[config.mk]
export PLATFORM = sky130hd
export DESIGN_NAME = regfile_2r1w_param
export DESIGN_NICKNAME = d
export VERILOG_FILES = /design/src/rtl/regfile_2r1w_param.sv
export SDC_FILE = /design/constraint.sdc
export NUM_CORES = 1
export LEC_CHECK = 0
export ABC_AREA = 1
export CORE_UTILIZATION = 63
export DETAILED_ROUTE_END_ITERATION = 8
export GPL_ROUTABILITY_DRIVEN = 0
export PLACE_DENSITY = 0.86
export SYNTH_ARGS = -nofsm -noshare
export SYNTH_HDL_FRONTEND = slang
export SYNTH_SLANG_ARGS = --single-unit
[constraint.sdc]
create_clock -name clk -period 2.15 [get_ports clk]
set_input_delay 0.43 -clock clk [delete_from_list [all_inputs] [get_ports clk]]
set_output_delay 0.43 -clock clk [all_outputs]
set_load 0.01 [all_outputs]
[src/rtl/regfile_2r1w_param.sv]
`timescale 1ns/1ps
`default_nettype none
// ============================================================================
//  Module   : regfile_2r1w_param
//  Purpose  : DEPTH x DATA_W register file, 2 registered read ports, 1 write
//             port, optional write bypass / hardwired zero entry, and a
//             one-entry-per-cycle clear sweep.
//  Revision : 1.0  initial release
// ============================================================================
module regfile_2r1w_param #(
    parameter int DATA_W   = 8,
    parameter int ADDR_W   = 3,
    parameter int ZERO_REG = 0,
    parameter int BYPASS   = 1
) (
    input  logic              clk,
    input  logic              rst_n,
    input  logic [ADDR_W-1:0] i_addr1,
    input  logic [ADDR_W-1:0] i_addr2,
    input  logic              i_rd,
    input  logic [ADDR_W-1:0] i_wr_addr,
    input  logic              i_wr,
    input  logic [DATA_W-1:0] i_data_in,
    input  logic              i_clr,
    output logic              o_busy,
    output logic [DATA_W-1:0] o_data_out1,
    output logic [DATA_W-1:0] o_data_out2
);

    localparam int DEPTH = 1 << ADDR_W;

    localparam logic [0:0] S_IDLE  = 1'b0;
    localparam logic [0:0] S_CLEAR = 1'b1;

    localparam logic [ADDR_W-1:0] C_LAST_ADDR = '1;

    logic [0:0]        r_state;
    logic [ADDR_W-1:0] r_cnt;
    logic [DATA_W-1:0] r_mem [DEPTH];
    logic [DATA_W-1:0] r_dout1;
    logic [DATA_W-1:0] r_dout2;

    logic              w_idle;
    logic              w_wr_en;
    logic              w_rd_en;
    logic [ADDR_W-1:0] w_raddr [2];
    logic [DATA_W-1:0] w_rdata [2];

    assign w_idle     = (r_state == S_IDLE);
    // A write to entry 0 is discarded when it is hardwired to zero, so it
    // must not be forwarded either.
    assign w_wr_en    = i_wr && w_idle && !((ZERO_REG != 0) && (i_wr_addr == '0));
    assign w_rd_en    = i_rd && w_idle;
    assign w_raddr[0] = i_addr1;
    assign w_raddr[1] = i_addr2;

    genvar gp;
    generate
        for (gp = 0; gp < 2; gp++) begin : g_rd_port
            assign w_rdata[gp] =
                ((ZERO_REG != 0) && (w_raddr[gp] == '0))                    ? '0 :
                ((BYPASS != 0) && w_wr_en && (w_raddr[gp] == i_wr_addr))    ? i_data_in :
                                                                              r_mem[w_raddr[gp]];
        end
    endgenerate

    always_ff @(posedge clk or negedge rst_n) begin
        if (!rst_n) begin
            r_state <= S_IDLE;
            r_cnt   <= '0;
            r_dout1 <= '0;
            r_dout2 <= '0;
            for (int i = 0; i < DEPTH; i++) begin
                r_mem[i] <= '0;
            end
        end else begin
            case (r_state)
                S_IDLE: begin
                    if (w_wr_en) begin
                        r_mem[i_wr_addr] <= i_data_in;
                    end
                    if (w_rd_en) begin
                        r_dout1 <= w_rdata[0];
                        r_dout2 <= w_rdata[1];
                    end
                    if (i_clr) begin
                        r_state <= S_CLEAR;
                    end
                end
                S_CLEAR: begin
                    r_mem[r_cnt] <= '0;
                    r_cnt        <= r_cnt + 1'b1;
                    if (r_cnt == C_LAST_ADDR) begin
                        r_state <= S_IDLE;
                    end
                end
                default: r_state <= S_IDLE;
            endcase
        end
    end

    assign o_busy      = (r_state == S_CLEAR);
    assign o_data_out1 = r_dout1;
    assign o_data_out2 = r_dout2;

endmodule
`default_nettype wire
== After elaboration in Yosys (flattened, before gate mapping) ==
Cells that the tools add are included.
W data, S select, Z words.
Cells by class
  mux-type cells: 18
  $lt $le $gt $ge: 6
  equality and inequality tests: 4
  shifts and indexed selects: 0
  reduce and logical (&&, ||, !) cells: 7
  div/mod/pow operators: 0
  add/sub/neg operators: 1
  multiply operators: 0
  bitwise logic cells: 7
Operators with widths (count)
  $pmux W64 S2: 1
  $and A64 B64 Y64: 1
  $bwmux W64: 1
  $mux W64: 1
  $mux W8: 8
  $not A64 Y64: 1
  $bmux W8 S3: 2
  $demux W8 S3: 2
  $ge A4 B4 Y1 const B: 4
  $not A3 Y4: 4
  $lt A4 B1 Y1 const B: 2
  $eq A3 B3 Y1: 2
  $logic_and A1 B1 Y1: 6
  $add A3 B1 Y3 const B: 1
  $eq A3 B3 Y1 const B: 1
  $mux W1: 2
  $ne A2 B1 Y1 const B: 1
  $pmux W1 S2: 1
  $reduce_and A2 Y1: 1
  $not A1 Y1: 1
Storage, ports and cells
  bits in latches: 0
  RAM bits: 0
  output and inout bits: 17
  register bits after elaboration: 84
  ROM bits: 0
  memories kept: 0

== Longest topological paths before layout ==
  depth in word-level cells: 8
  depth in mapped cells: 9

== Least setup slack after synthesis ==
No wires, ideal clock.
  kind: register to register
  start point: register r_state (netlist: o_busy)
  end point: register r_mem[56] (netlist bit)
  data arrival time: 1.339 ns
  stages on the path, launching flop included: 8
  path buffers: 1
  clock period less this slack: 1.475 ns
  slack: 0.675 ns
  path through: dfrtp_1 buf_4 nor2_4 inv_2 nor2_4 nand2_1 o21ai_2 o22ai_1
Between the ends
  longest elaborated chain between the ends: 3
  elaborated cells between the ends (all ways): 4
  those cells by class: 1 x eq/ne; 1 x mux; 1 x bitwise; 1 x reduce/logical
RTL lines
  start: declaration: line 37  | logic [0:0] r_state;
  start signal: assignment: line 69  | r_state <= S_IDLE;
  start signal: assignment: line 87  | r_state <= S_CLEAR;
  start signal: assignment: line 94  | r_state <= S_IDLE;
  $not A1 Y1 (no line)
  $logic_and A1 B1 Y1: line 52  | assign w_wr_en = i_wr && w_idle && !((ZERO_REG != 0) && (i_wr_addr == '0));
  $ne A2 B1 Y1 (no line)
  end signal: indexed assignment: line 80  | r_mem[i_wr_addr] <= i_data_in;
  end: declaration: line 39  | logic [DATA_W-1:0] r_mem [DEPTH];
Several ways; a longest one is shown, not always the timed one.
A chain may end at the register's enable or synchronous reset.

== Final worst setup path ==
  start point: register r_state (netlist: o_busy)
  end point: output port o_busy
RTL lines
  end: declaration: line 25  | output logic o_busy,
No word-level cell between the ends.

==> out/summary.txt <==
SYNTH
-------------------------------------------------------------------------------------------
Simple-gate area share of the yosys netlist                                           33.6%
Syn_nets                                                                                691
Most instantiated flip-flop cell in the synthesis netlist                      sky130_fd_sc_hd__dfrtp_1
Fraction of the yosys area taken by sequential cells                                  44.1%
Fraction of post-synthesis cell area in the top cell type by area                     44.1%
Compound-cell area share of the yosys netlist                                         11.7%
Number of enable-type register cells in the synthesized netlist                           0
Fraction of the mapped netlist area in adder cells                                   0.525%
Number of instances in the synthesized netlist                                          667
Mapped cell area                                                                   4760 um2
Mean Syn Cell Area                                                                 7.14 um2
Leading cell types by total area after synthesis                               sky130_fd_sc_hd__dfrtp_1 (44%), sky130_fd_sc_hd__nand2_1 (17%), sky130_fd_sc_hd__nand3_1 (13%)
Yosys cell types                                                                         25
Multiplexer area fraction after synthesis                                                0%
Most area-hungry cell type in the Yosys netlist                                sky130_fd_sc_hd__dfrtp_1
Proportion of register bits with asynchronous set or reset after synthesis             100%
XOR/XNOR share of the synthesized area                                                   0%
Commonest cells in the synthesized netlist                                     sky130_fd_sc_hd__nand2_1 (210), sky130_fd_sc_hd__nand3_1 (119), sky130_fd_sc_hd__inv_1 (85)
Main combinational cell family by area after synthesis                         simple AND/OR/NAND/NOR gates
Yosys Warn Count                                                                          0
Library cell with the highest instance count after synthesis                   sky130_fd_sc_hd__nand2_1
Number of synthesized register bits                                                      84

GLOBAL ROUTE
-------------------------------------------------------------------------------------------
GR Util All Layers                                                                    41.6%
Initial antenna violation count                                                           0
Pin count of the biggest net entering global routing                                     46
GRT Residual Overflow                                                                     0
Global-route wire length before repair                                              24.1 mm
Via count of the first global-routing pass                                             4804

CTS
-------------------------------------------------------------------------------------------
Clock-pin slew on the worst setup and hold paths                                    0.08 ns
Setup fix buffers added after clock tree synthesis                                        0
Post-cts gate resize count                                                                0
Root buffer cell                                                               sky130_fd_sc_hd__clkbuf_8
Clock buffer depth                                                                        2
CTS tree                                                                                yes
TritonCTS sink count                                                                     84
Clock latency on the worst-skew pair                                                0.37 ns
Count of hold-fix buffers inserted at cts                                                 0
TritonCTS buffer count                                                                    9
CTS H-tree depth                                                                          3

CRITICAL PATH
-------------------------------------------------------------------------------------------
Family with the most delay on the worst path                                   buffers and inverters
Highest fanout seen on the critical path                                                  9
Worst Path Buf+Inv                                                                        1
Critical path type                                                               reg -> out
Required time of the critical path                                                  1.72 ns
Peak per-stage delay on the critical path                                           0.60 ns
CP Data Arrival Time                                                                1.49 ns
FF-to-FF setup slack                                                                0.27 ns
Cell-by-cell trace of the critical path                                        clkdlybuf4s50_1
Critical path's slowest cell                                                   sky130_fd_sc_hd__clkdlybuf4s50_1
Endpoint type of the worst setup path                                           output port
Crit start category                                                                register

FINAL LAYOUT
-------------------------------------------------------------------------------------------
Total of fill cells in the finished design                                              550
Share of cells above drive strength 1                                                 10.2%
Number of diodes                                                                          0
Layout overhead on the synthesized area                                               17.7%
Number of cells in the finished layout apart from fillers                               825
Number of nets in the layout                                                            745

DIE
-------------------------------------------------------------------------------------------
Top-level I/O count                                                                      39
Die H                                                                               88.9 um
Total number of placement rows                                                           31
Core outline area                                                                  7290 um2
Overall die area                                                                   7910 um2
Starting density of the core                                                          65.3%
Die width                                                                           88.9 um

PLACEMENT
-------------------------------------------------------------------------------------------
Port-buffer cells                                                                        38
Total instance count after detailed placement                                           809
Final HPWL from detailed placement                                                  10.9 mm

TIMING
-------------------------------------------------------------------------------------------
Highest clock frequency the design can meet                                         520 MHz
Final setup TNS                                                                        0 ns
Time the final worst path needs with I/O delays and setup                           1.92 ns
Final clock skew                                                                  0.0124 ns
Unrepaired setup endpoints after global routing                                          no
Least-Margin Pin Slew                                                              0.621 ns
Hold violation total from the final report                                                0
Remaining max-slew budget at the tightest pin                                         58.4%
Final setup violation count                                                               0
Final Hold Slack                                                                  0.0587 ns
Count of final max-slew check failures                                                    0
Final cycle utilization of the critical path                                          89.4%

ROUTING
-------------------------------------------------------------------------------------------
Routed vias                                                                            5174
Number of nets with antenna violations after routing                                      0
Number of design-rule violations left by the first detailed-router iteration            800
Via count normalized by instance count                                                 6.27
Pre-Repair DR Iteration Count                                                             6
Residual DRC                                                                              0
Detailed Route WL                                                                   15.4 mm
Wire length per cell after detailed routing                                         18.7 um

FLOW RUN
-------------------------------------------------------------------------------------------
Number of violations of the max-capacitance limit                                         0

PWR
-------------------------------------------------------------------------------------------
Static leakage power                                                                2.73 nW
Pwr per Cell Area                                                               1140 nW/um2
VDD IR max                                                                         0.598 mV

STATUS
-------------------------------------------------------------------------------------------
Result of the run                                                                 completed

HOLD PATH
-------------------------------------------------------------------------------------------
Kind of path behind the tightest hold check                                     in -> async

cell families after synthesis:
| kind of cell | count (synthesis) |
|---|---|
| compound gates | 95 |
| flops | 84 |
| fa+ha+maj | 2 |
| buf+inv | 120 |
| simple gates | 366 |
sequential cells by signal, summed over array words and instances, names as in the netlist:
signal,cells
r_mem,64
o_data_out1,8
o_data_out2,8
r_cnt,3
o_busy,1
area by class of cell:
class	count	area [um2]	area share, %
inverter	94	357	6.36
tap	99	124	2.21
clock inverter	4	72.6	1.29
clock buffer	12	145	2.59
sequential	84	2100	37.5
multi-input combinational	463	2180	38.9
timing repair buffer	69	623	11.1
through the flow:
step	cell area [um2]	power (W)	util (%)	setup WS [ns]
after floorplan	4760	0.00408	-	0.675
after global placement	5390	0.00494	73.9	0.0742
final	5610	0.00640	76.9	0.229
after detailed placement	5390	0.00505	73.9	0.0472
after global routing	5610	0.00676	76.9	0.0974
after CTS	5600	0.00630	76.8	0.131
report_power, final:
part	total (W)	switching, W	internal, W
Combinational	0.00254	0.00155	0.000990
Clock	0.00127	0.000583	0.000686
Sequential	0.00259	0.000378	0.00221
placed cells by master, fill, tap and decap left out:
master                            instances
sky130_fd_sc_hd__nand2_1                210
sky130_fd_sc_hd__nand3_1                119
sky130_fd_sc_hd__inv_1                   85
sky130_fd_sc_hd__dfrtp_1                 84
sky130_fd_sc_hd__o22ai_1                 40
sky130_fd_sc_hd__clkdlybuf4s50_1         37
sky130_fd_sc_hd__o21ai_0                 33
sky130_fd_sc_hd__buf_4                   31
sky130_fd_sc_hd__nor2_1                  22
sky130_fd_sc_hd__a21oi_1                 10
sky130_fd_sc_hd__clkbuf_8                10
sky130_fd_sc_hd__inv_2                    8
sky130_fd_sc_hd__o21ai_1                  6
sky130_fd_sc_hd__nor2_4                   4
sky130_fd_sc_hd__nand3_2                  3
sky130_fd_sc_hd__o31ai_2                  3
sky130_fd_sc_hd__nand2_2                  3
sky130_fd_sc_hd__o21ai_2                  2
sky130_fd_sc_hd__nor2_2                   2
sky130_fd_sc_hd__clkinvlp_4               2
sky130_fd_sc_hd__nor3_2                   2
sky130_fd_sc_hd__ha_1                     2
sky130_fd_sc_hd__clkbuf_1                 2
sky130_fd_sc_hd__bufinv_16                2
sky130_fd_sc_hd__nand4_1                  1
sky130_fd_sc_hd__o31a_1                   1
sky130_fd_sc_hd__clkinv_2                 1
sky130_fd_sc_hd__buf_12                   1
metal layers:
layer	GRT usage (%)	share of wire, %	up-vias
met5	0	0	-
met2	64.0	44	466
met1	53.7	36	2323
li1	-	-	2269
met3	8.96	13	116
met4	26.1	6.8	0
final timing paths:
kind | startpoint | cells after the start | end
max | o_busy | 1 | o_busy
min | rst_n | 1 | r_mem[51]
max reg2reg | o_busy | 6 | o_data_out1[6]
min reg2reg | o_data_out2[5] | 2 | o_data_out2[5]
max in group asynchronous | rst_n | 2 | r_mem[45]
min in group clk | o_data_out2[5] | 2 | o_data_out2[5]
(Power assumes the default switching activity.)
